File: src/rtl/aes_core_sched_pkg.sv
// Shared AES constants, operation codes and the held-result payload for the core scheduler.
package aes_core_sched_pkg;

    localparam int unsigned NK    = 4;
    localparam int unsigned NR    = 10;
    localparam int unsigned BLK_S = 32 * NK;
    localparam int unsigned RK_W  = $clog2(NR + 1);

    localparam logic OP_ENC = 1'b0;
    localparam logic OP_DEC = 1'b1;

    typedef struct packed {
        logic             op;
        logic             err;
        logic [BLK_S-1:0] data;
    } result_t;

endpackage

File: src/rtl/aes_core_sched_watchdog.sv
// Completion watchdog: counts enabled cycles after a clear and flags the TIMEOUT-th one.
module aes_watchdog #(
    parameter int unsigned TIMEOUT = 32
) (
    input  logic clk,
    input  logic reset,
    input  logic clr,
    input  logic en,
    output logic expired_c
);

    localparam int unsigned CW = $clog2(TIMEOUT + 1);

    logic [CW-1:0] cnt;

    // cnt holds the number of earlier enabled cycles, so the current cycle is number cnt+1
    assign expired_c = en && (cnt >= CW'(TIMEOUT - 1));

    always_ff @(posedge clk) begin
        if (reset || clr) begin
            cnt <= '0;
        end else if (en && !expired_c) begin
            cnt <= cnt + CW'(1);
        end
    end

endmodule

File: src/rtl/aes_core_sched.sv
// Single-block AES sequencer: accepts a command, starts the encrypt or decrypt core,
// steers the shared round-key RAM address and holds the result until it is taken.
module aes_core_sched
    import aes_core_sched_pkg::*;
#(
    parameter int unsigned TIMEOUT = 32,
    parameter int unsigned CNT_W   = 16
) (
    input  logic             clk,
    input  logic             reset,
    input  logic             key_valid,
    input  logic             s_valid,
    output logic             s_ready,
    input  logic             s_op,
    input  logic [BLK_S-1:0] s_data,
    output logic             m_valid,
    input  logic             m_ready,
    output logic [BLK_S-1:0] m_data,
    output logic             m_op,
    output logic             m_err,
    output logic             enc_en,
    output logic [BLK_S-1:0] enc_blk,
    input  logic [RK_W-1:0]  enc_round_no,
    input  logic             enc_done,
    input  logic [BLK_S-1:0] enc_res,
    output logic             dec_en,
    output logic [BLK_S-1:0] dec_blk,
    input  logic [RK_W-1:0]  dec_round_no,
    input  logic             dec_done,
    input  logic [BLK_S-1:0] dec_res,
    output logic [RK_W-1:0]  rk_addr,
    output logic             busy,
    output logic [CNT_W-1:0] enc_cnt,
    output logic [CNT_W-1:0] dec_cnt
);

    typedef enum logic [1:0] {
        IDLE  = 2'd0,
        START = 2'd1,
        RUN   = 2'd2,
        HOLD  = 2'd3
    } state_t;

    state_t           state;
    logic             cur_op;
    logic [BLK_S-1:0] blk_r;
    logic             key_lost;
    result_t          res_r;

    logic             done_c;
    logic [BLK_S-1:0] core_res_c;
    logic             lost_c;
    logic             expired_c;

    aes_watchdog #(
        .TIMEOUT (TIMEOUT)
    ) u_watchdog (
        .clk       (clk),
        .reset     (reset),
        .clr       (state == START),
        .en        (state == RUN),
        .expired_c (expired_c)
    );

    // Only the active core is observed; the other core's done is ignored.
    assign done_c     = (cur_op == OP_DEC) ? dec_done : enc_done;
    assign core_res_c = (cur_op == OP_DEC) ? dec_res  : enc_res;
    assign lost_c     = key_lost || !key_valid;

    assign rk_addr = (cur_op == OP_DEC) ? dec_round_no : enc_round_no;
    assign enc_blk = blk_r;
    assign dec_blk = blk_r;
    assign m_data  = res_r.data;
    assign m_op    = res_r.op;
    assign m_err   = res_r.err;

    always_ff @(posedge clk) begin
        if (reset) begin
            state    <= IDLE;
            cur_op   <= OP_ENC;
            blk_r    <= '0;
            key_lost <= 1'b0;
            res_r    <= '0;
            s_ready  <= 1'b0;
            m_valid  <= 1'b0;
            enc_en   <= 1'b0;
            dec_en   <= 1'b0;
            busy     <= 1'b0;
            enc_cnt  <= '0;
            dec_cnt  <= '0;
        end else begin
            enc_en <= 1'b0;
            dec_en <= 1'b0;
            case (state)
                IDLE: begin
                    if (s_valid && s_ready) begin
                        cur_op  <= s_op;
                        blk_r   <= s_data;
                        enc_en  <= (s_op == OP_ENC);
                        dec_en  <= (s_op == OP_DEC);
                        s_ready <= 1'b0;
                        busy    <= 1'b1;
                        state   <= START;
                    end else begin
                        s_ready <= key_valid;
                    end
                end
                START: begin
                    key_lost <= 1'b0;
                    state    <= RUN;
                end
                RUN: begin
                    if (!key_valid) begin
                        key_lost <= 1'b1;
                    end
                    // A done in the timeout cycle takes priority over the abort.
                    if (done_c) begin
                        res_r.op   <= cur_op;
                        res_r.err  <= lost_c;
                        res_r.data <= lost_c ? '0 : core_res_c;
                        m_valid    <= 1'b1;
                        state      <= HOLD;
                    end else if (expired_c) begin
                        res_r.op   <= cur_op;
                        res_r.err  <= 1'b1;
                        res_r.data <= '0;
                        m_valid    <= 1'b1;
                        state      <= HOLD;
                    end
                end
                HOLD: begin
                    if (m_ready) begin
                        m_valid <= 1'b0;
                        s_ready <= key_valid;
                        busy    <= 1'b0;
                        state   <= IDLE;
                        if (cur_op == OP_DEC) begin
                            if (dec_cnt != '1) begin
                                dec_cnt <= dec_cnt + CNT_W'(1);
                            end
                        end else begin
                            if (enc_cnt != '1) begin
                                enc_cnt <= enc_cnt + CNT_W'(1);
                            end
                        end
                    end
                end
                default: state <= IDLE;
            endcase
        end
    end

endmodule

File: config.mk
export PLATFORM = sky130hd
export DESIGN_NAME = aes_core_sched
export DESIGN_NICKNAME = d
export VERILOG_FILES = /design/src/rtl/aes_core_sched_pkg.sv /design/src/rtl/aes_core_sched_watchdog.sv /design/src/rtl/aes_core_sched.sv
export SDC_FILE = /design/constraint.sdc
export NUM_CORES = 1
export LEC_CHECK = 0
export CAP_MARGIN = 40
export CELL_PAD_IN_SITES_DETAIL_PLACEMENT = 1
export CELL_PAD_IN_SITES_GLOBAL_PLACEMENT = 1
export CORE_AREA = 3 3 317 319
export DETAILED_ROUTE_END_ITERATION = 12
export DIE_AREA = 0 0 320 322
export PLACE_DENSITY_LB_ADDON = 0.1
export SYNTH_ARGS = -nofsm -noshare
export SYNTH_HDL_FRONTEND = slang
export SYNTH_HIERARCHICAL = 1
export SYNTH_SLANG_ARGS = --single-unit
export TNS_END_PERCENT = 20
File: constraint.sdc
create_clock -name clk -period 3.6 [get_ports clk]
set_input_delay 0.72 -clock clk [delete_from_list [all_inputs] [get_ports clk]]
set_output_delay 0.72 -clock clk [all_outputs]
set_load 0.02 [all_outputs]
# Word level (Yosys, flattened, before mapping)
# Index checks and enable logic that the tools add are counted.
# word_totals
regBits	305
in_bits	400
out_inout_bits	427
elab_cells	76
# op_classes
addsub	3
n_lt_le_gt_ge	1
eq_ne	9
n_mux	22
bitwise	4
n_reduce_logical	22
# ops
cell	count
two-way mux 130 bit	2
two-way mux 128 bit	2
adder 16 x 1 -> 16 bit (second input constant)	2
inequality test 16 bit (second input constant)	2
AND reduction 3 bit	3
two-way mux 1 bit	8
two-way mux 2 bit	4
one-hot mux 1 bit (2 select lines)	4
one-hot mux 2 bit (4 select lines)	1
AND reduction 2 bit	4
AND reduction 4 bit	2
nonzero test 2 bit	4
adder 6 x 1 -> 6 bit (second input constant)	1
greater-or-equal comparator 6 x 5 -> 1 bit (second input constant)	1
inequality test 2 bit (second input constant)	3
== test 2 bit (second input constant)	2
two-way mux 4 bit	1
inverter 1 bit	4
logical AND 1 bit	3
inequality test 3 bit (second input constant)	1
OR reduction 3 bit	1
== test 2 x 1 -> 1 bit (second input constant)	1
zero test 1 bit	2
zero test 2 bit	1
logical OR 1 bit	2

# Depth between registers and ports, before layout
# Gate-level depths: netlist of run 1.
# logic_depth
word_depth	5
depth_mapped	8
ltp_nobuf	7

# By module
# Netlist of run 1, hierarchy kept.
# modules_own_cells
mod	instances	cells_each	area_each_um2	seq_area_each_um2
aes_core_sched	1	1505	13131.3	5985.7
aes_watchdog	1	32	291.5	120.1

# Worst setup path after synthesis of run 1
# No wires, ideal clock.
# synth_path
kind	flip-flop to output port
start	register cur_op
end	output port rk_addr[0]
arrival_ns	1.338
t_required_ns	2.880
setup_slack_ns	1.542
path_stages_with_launch	5
path_buffers	3
path_cell_list	dfxtp_1 > buf_2 > buf_2 > buf_2 > mux2_2
# synth_via
elab_chain_len	1
# synth_rtl
element	line	source
start, declared	aes_core_sched.sv:45	logic cur_op;
start signal, assigned	aes_core_sched.sv:97	cur_op <= s_op;
two-way mux 4 bit	aes_core_sched.sv:70	assign rk_addr = (cur_op == OP_DEC) ? dec_round_no : enc_round_no;
end, declared	aes_core_sched.sv:31	output logic [RK_W-1:0] rk_addr,
# Every way passes these cells.

# Worst setup path after layout of run 1
# layout_path
start	register enc_cnt[0]
end	output port enc_cnt[0]
# layout_lines
element	line	source
start, declared	aes_core_sched.sv:33	output logic [CNT_W-1:0] enc_cnt,
start signal, assigned	aes_core_sched.sv:143	enc_cnt <= enc_cnt + CNT_W'(1);
# No word-level cell between the ends.

==> summary.md, run 1 <==
| Metric | Value |
|---|---|
| Maxcap violations | 0 |
| First-pass GRT wire length | 99700 um |
| Synthesis warning total | 6 |
| Sequential share of the synthesized area | 45.5% |
| H-tree depth | 2 |
| Most frequent cells in the layout | clkdlybuf4s50_1 (825), dfxtp_1 (304), nand2_1 (275) |
| I/O pins | 827 |
| Worst reg2reg path endpoint | m_data[14] |
| Share of cells above drive strength 1 | 10.2% |
| Min Tclk post-route | 2700 ps |
| Worst Path Arrival | 1980 ps |
| Max clock buf depth | 3 |
| Number of post-CTS setup repair buffers | 0 |
| DRT iter0 DRCs | 473 |
| Skew final | 14.6 ps |
| Post-synthesis register bit count | 305 |
| Hold buffers post-CTS | 0 |
| Post-DRT Antenna Nets | 0 |
| Critical path, cell by cell | clkdlybuf4s50_1 |
| Peak VDD IR | 0.000272 V |
| Post-Synthesis Cell Area | 0.0134 mm^2 |
| Largest delay share family, worst path | buffers and inverters |
| # rows | 115 |
| Die Y | 322 um |
| DR DRC count | 0 |
| Number of library cell types mapped by synthesis | 46 |
| GRT overflow | 0 |
| CTS tree | yes |
| Worst r2r src | u_watchdog/cnt[0] |
| Placed instance area | 0.0222 mm^2 |
| Fin Hold WS | 466 ps |
| CP max FO | 6 |
| Least-Margin Pin Slew | 944 ps |
| Relative slew margins | 37.0% |
| Ys flop type | dfxtp_1 |
| Final setup violation count | 0 |
| Post-synthesis cell count | 1537 |
| Core Region | 0.0981 mm^2 |
| Layout area overhead | 75.3% |
| Largest net degree at the start of global routing | 129 |
| Hpwl dp | 53100 um |
| Total Wirelength | 69900 um |
| CP endpoint kind | primary output |
| RSZ-0062 raised after global routing | no |
| First-pass detailed-route iteration total | 4 |
| Clock Latency Late Sink | 550 ps |
| Nets@finish | 2600 |
| Slowest CP cell | clkdlybuf4s50_1 |
| Syn_nets | 1944 |
| P_leak | 0.00780 uW |
| Root buf cell | clkbuf_16 |
| CP Class | reg2out |
| Total GRT Usage | 12.8% |
| Initial antenna violation count | 13 |
| Crit share post-route | 74.9% |
| TritonCTS Buffers | 43 |
| Cells on worst reg2reg path | 8 |
| Initial Util | 13.7% |
| CP required | 2880 ps |
| Die area | 0.103 mm^2 |
| Async S/R FF share, synth | 0% |
| Slew Limit Fails | 0 |
| Wire length per cell | 19.9 um |
| Final hold vios | 0 |
| Most common cell after layout, fill and taps aside | clkdlybuf4s50_1 |
| Outcome | complete, no violations |
| Reg clk slew, reported paths | 60 ps |
| Gpl congestion | 0.723 |
| Setup_tns | 0 ps |
| Flop2flop setup slack | 1270 ps |
| Hold EP | m_err |
| Vias/cell | 3.86 |
| Post-Syn Area per Cell | 8.73 um^2 |
| CP bufs+invs | 1 |
| Finished Cell Area | 0.0235 mm^2 |
| Via count | 13500 |
| Hold depth | 2 |
| Pwr dens | 471 mW/mm^2 |
| Crit start category | flop |
| Post-CTS sizing | 0 |
| Overall power | 11100 uW |
| Peak Freq | 371 MHz |
| Worst path max stage delay | 980 ps |
| CTS Sinks | 305 |
| Chip width | 320 um |
| Hold Startpoint | m_err |
| Number of synthesized flops with an enable pin | 0 |
| Hold Crit Class | reg2reg |
| PortBufs | 826 |
| Vias in the first global route | 14500 |
## power breakdown
part	leakage, uW	total, uW	internal (uW)	switching, uW
clock network	0.000642	4040	2410	1630
registers	0.00247	3900	3640	259
logic	0.00470	3130	1530	1600
## cell usage after synthesis, types with 2 or more instances
cell type  instances  area share [%]
a211oi_1           2            0.11
a21oi_1          156             5.8
a22oi_1          128             7.2
and3_1             6            0.28
and3b_1            2            0.13
and4_1             4            0.26
buf_1              5            0.14
buf_2             30             1.1
buf_4            129             7.2
clkbuf_1          73             2.0
dfxtp_1          305              45
ha_1               7            0.65
inv_1             12            0.34
mux2_2           134              11
mux2i_1            5            0.37
nand2_1          275             7.7
nand2b_1           4            0.19
nand3_1           15            0.56
nand4_1           10            0.47
nor2_1           139             3.9
nor2b_1            3            0.14
nor3_1             7            0.26
nor4_1             3            0.14
o211ai_1           2            0.11
o21a_1             3            0.17
o21ai_0           20            0.75
o21ai_1            4            0.15
o311ai_0           4            0.26
o31a_1             2            0.13
o31ai_1            7            0.39
o41ai_1            4            0.26
or3_1             16            0.75
or4_1              7            0.39
xor2_1             2            0.13
## area by class of cell
cell class / instances / area, um^2
Tap cell: 1287 / 1610
Multi-Input combinational cell: 983 / 5900
Clock inverter: 9 / 70.1
Timing Repair Buffer: 848 / 8560
Sequential cell: 305 / 6110
Antenna cell: 4 / 10.0
Inverter: 12 / 45.0
Clock buffer: 60 / 1220
Fill cell: 11300 / 74600
## tightest hold or removal path: cells and delay by family (launching register included)
kind	cells	cell delay [ps]
DFF	1	310
buffers and inverters	1	50
AOI/OAI and AO/OA	1	50
## cell families after synthesis
family | Yosys count | share of synthesized area, %
simple gates | 497 | 15.5
mux | 139 | 11.6
buf+inv | 249 | 10.9
fa+ha+maj | 7 | 0.652
compound gates | 338 | 15.7
flops | 305 | 45.5
xor+xnor | 2 | 0.131
## layer usage
layer | GRT usage (%) | wire length (um) | vias to the layer above
li1 | - | - | 6486
met1 | 13.6 | 26300 | 6434
met2 | 23.2 | 35100 | 516
met3 | 5.94 | 7190 | 88
met4 | 2.68 | 1240 | 14
met5 | 0 | 89 | -
## stage by stage
step,setup slack [ps],util [%],cells
floorplan,1540,-,1537
global placement,939,22.6,3434
detailed placement,852,22.6,3434
CTS,788,24.0,3503
global route,772,24.0,3505
finish,903,24.0,3508
## flip-flops by register name (all words and copies together) (netlist names)
name,cells
m_err,1
busy,1
u_watchdog/cnt,6
cur_op,1
s_ready,1
dec_blk,128
m_op,1
enc_en,1
key_lost,1
enc_cnt,16
m_valid,1
state,2
dec_en,1
m_data,128
dec_cnt,16
## worst max-delay path by stage
stage	cells past startpoint	end	from	slack [ps]
floorplan	4	rk_addr[0]	cur_op	1540
global placement	5	enc_cnt[15]	m_ready	940
detailed placement	5	dec_cnt[14]	m_ready	850
CTS	1	enc_cnt[0]	enc_cnt[0]	790
global route	1	enc_cnt[0]	enc_cnt[0]	770
finish	1	enc_cnt[0]	enc_cnt[0]	900
No activity file was read; power rests on OpenSTA's default activity.
==> run 2, diff against run 1 <==
CORE_AREA = 3 3 320 322   (was 3 3 317 319)
DIE_AREA = 0 0 323 325   (was 0 0 320 322)
clock period = 2.36 ns   (was 3.6 ns; I/O delays follow)
==> summary.md, run 2 (synthesis gave the netlist of run 1 again) <==
| Metric | Value |
|---|---|
| CP bufs+invs | 1 |
| Worst r2r src | u_watchdog/cnt[0] |
| Worst reg2reg path endpoint | state[1] |
| Most common cell after layout, fill and taps aside | clkdlybuf4s50_1 |
| Hold EP | dec_cnt[1] |
| Maxcap violations | 0 |
| Chip width | 323 um |
| Cells on worst reg2reg path | 7 |
| Nets@finish | 2642 |
| Clock Latency Late Sink | 560 ps |
| CP max FO | 5 |
| RSZ-0062 raised after global routing | no |
| Largest net degree at the start of global routing | 63 |
| Skew final | 14.9 ps |
| Post-DRT Antenna Nets | 0 |
| Min Tclk post-route | 2240 ps |
| First-pass GRT wire length | 103000 um |
| I/O pins | 827 |
| TritonCTS Buffers | 43 |
| Critical path, cell by cell | clkdlybuf4s50_1 |
| Layout area overhead | 79.8% |
| Initial Util | 13.4% |
| Total Wirelength | 72400 um |
| Worst path max stage delay | 810 ps |
| CP endpoint kind | primary output |
| Core Region | 0.0999 mm^2 |
| Max clock buf depth | 3 |
| CTS Sinks | 305 |
| Outcome | complete, no violations |
| Fin Hold WS | 314 ps |
| Crit start category | flop |
| Largest delay share family, worst path | buffers and inverters |
| Gpl congestion | 0.754 |
| Crit share post-route | 94.8% |
| Slowest CP cell | clkdlybuf4s50_1 |
| DR DRC count | 0 |
| P_leak | 0.00823 uW |
| Vias in the first global route | 14800 |
| Pwr dens | 727 mW/mm^2 |
| Final setup violation count | 0 |
| Peak Freq | 447 MHz |
| Hold Crit Class | in2reg |
| H-tree depth | 2 |
| Reg clk slew, reported paths | 60 ps |
| # rows | 116 |
| Setup_tns | 0 ps |
| First-pass detailed-route iteration total | 4 |
| Via count | 13900 |
| Slew Limit Fails | 0 |
| Hold Startpoint | reset |
| CP Class | reg2out |
| Multi-input logic area | 0.00591 mm^2 |
| Final Core Density | 24.2% |
| Worst Path Arrival | 1770 ps |
| Flip-flop and latch area | 0.00611 mm^2 |
| Hpwl dp | 56700 um |
| Setup WS post-layout | 123 ps |
| Overall power | 17500 uW |
| Filler cell count | 11500 |
| CP required | 1890 ps |
| Peak VDD IR | 0.000400 V |
| DRT iter0 DRCs | 451 |
| Final hold vios | 0 |
| GRT overflow | 0 |
| Share of cells above drive strength 1 | 12.0% |
| Die area | 0.105 mm^2 |
| Root buf cell | clkbuf_16 |
| Total GRT Usage | 13.2% |
| Hold buffers post-CTS | 0 |
| Vias/cell | 3.89 |
| Most frequent cells in the layout | clkdlybuf4s50_1 (809), dfxtp_1 (304), nand2_1 (275) |
| Die Y | 325 um |
| Relative slew margins | 60.7% |
| Pre-CTS setup slack | -36.6 ps |
| Hold depth | 2 |
| PortBufs | 826 |
| Initial antenna violation count | 14 |
| Flop2flop setup slack | 250 ps |
| CTS tree | yes |
| Wire length per cell | 20.3 um |
| Least-Margin Pin Slew | 584 ps |
-- run 2: worst max path at each step --
stage | from | end | slack [ps] | cells past startpoint
final | enc_cnt[7] | enc_cnt[7] | 120 | 1
after global routing | enc_cnt[7] | enc_cnt[7] | 3 | 1
after CTS | enc_cnt[1] | enc_cnt[1] | 8 | 1
after detailed placement | m_ready | dec_cnt[14] | -40 | 5
after global placement | m_ready | dec_cnt[14] | -70 | 5
after floorplan | dec_cnt[0] | dec_cnt[1] | 360 | 7
-- run 2: area by class of cell --
cell class              count  area share [%]
diodes                      4          0.0415
repair buffers            890            37.4
multi-input cells         983            24.5
well taps                1298            6.73
flip-flops and latches    305            25.3
inverters                  12           0.187
clock inverters             7           0.353
clock buffers              67            5.42
-- run 2: stage by stage --
| stage | cells | instance area (um^2) |
|---|---|---|
| 6_report | 3566 | 24100 |
| 5_1_grt | 3564 | 24100 |
| 4_1_cts | 3562 | 24100 |
| 3_5_place_dp | 3487 | 22700 |
| 3_3_place_gp | 3487 | 22700 |
| 2_1_floorplan | 1537 | 13400 |
-- run 2: what timing repair did --
item / 4_1_cts / 5_1_grt
pin swaps: 0 / 0
hold endpoints to repair: 0 / 0
setup endpoints to repair: 12 / 7
buffers inserted: 1 / 0
gates resized for setup: 12 / 5
-- run 2: report_power, final --
group          internal (uW)  total [uW]  switching [uW]
logic                   2510        5070            2570
clock network           3990        6510            2520
registers               5550        5950             399
total                  12100       17500            5490
-- run 2: per-layer routing --
metal,share of wire [%],GRT usage [%],up-vias
met5,0.11,0,-
met4,2.1,3.28,12
met3,9.5,5.51,86
met2,51,24.6,534
met1,37,13.6,6636
li1,-,-,6588
==> run 3, diff against run 2 <==
CTS_CLUSTER_SIZE = 28   (was unset)
==> results of run 3 <==
No change in the layout: final DEF, timing and power equal those of run 2.
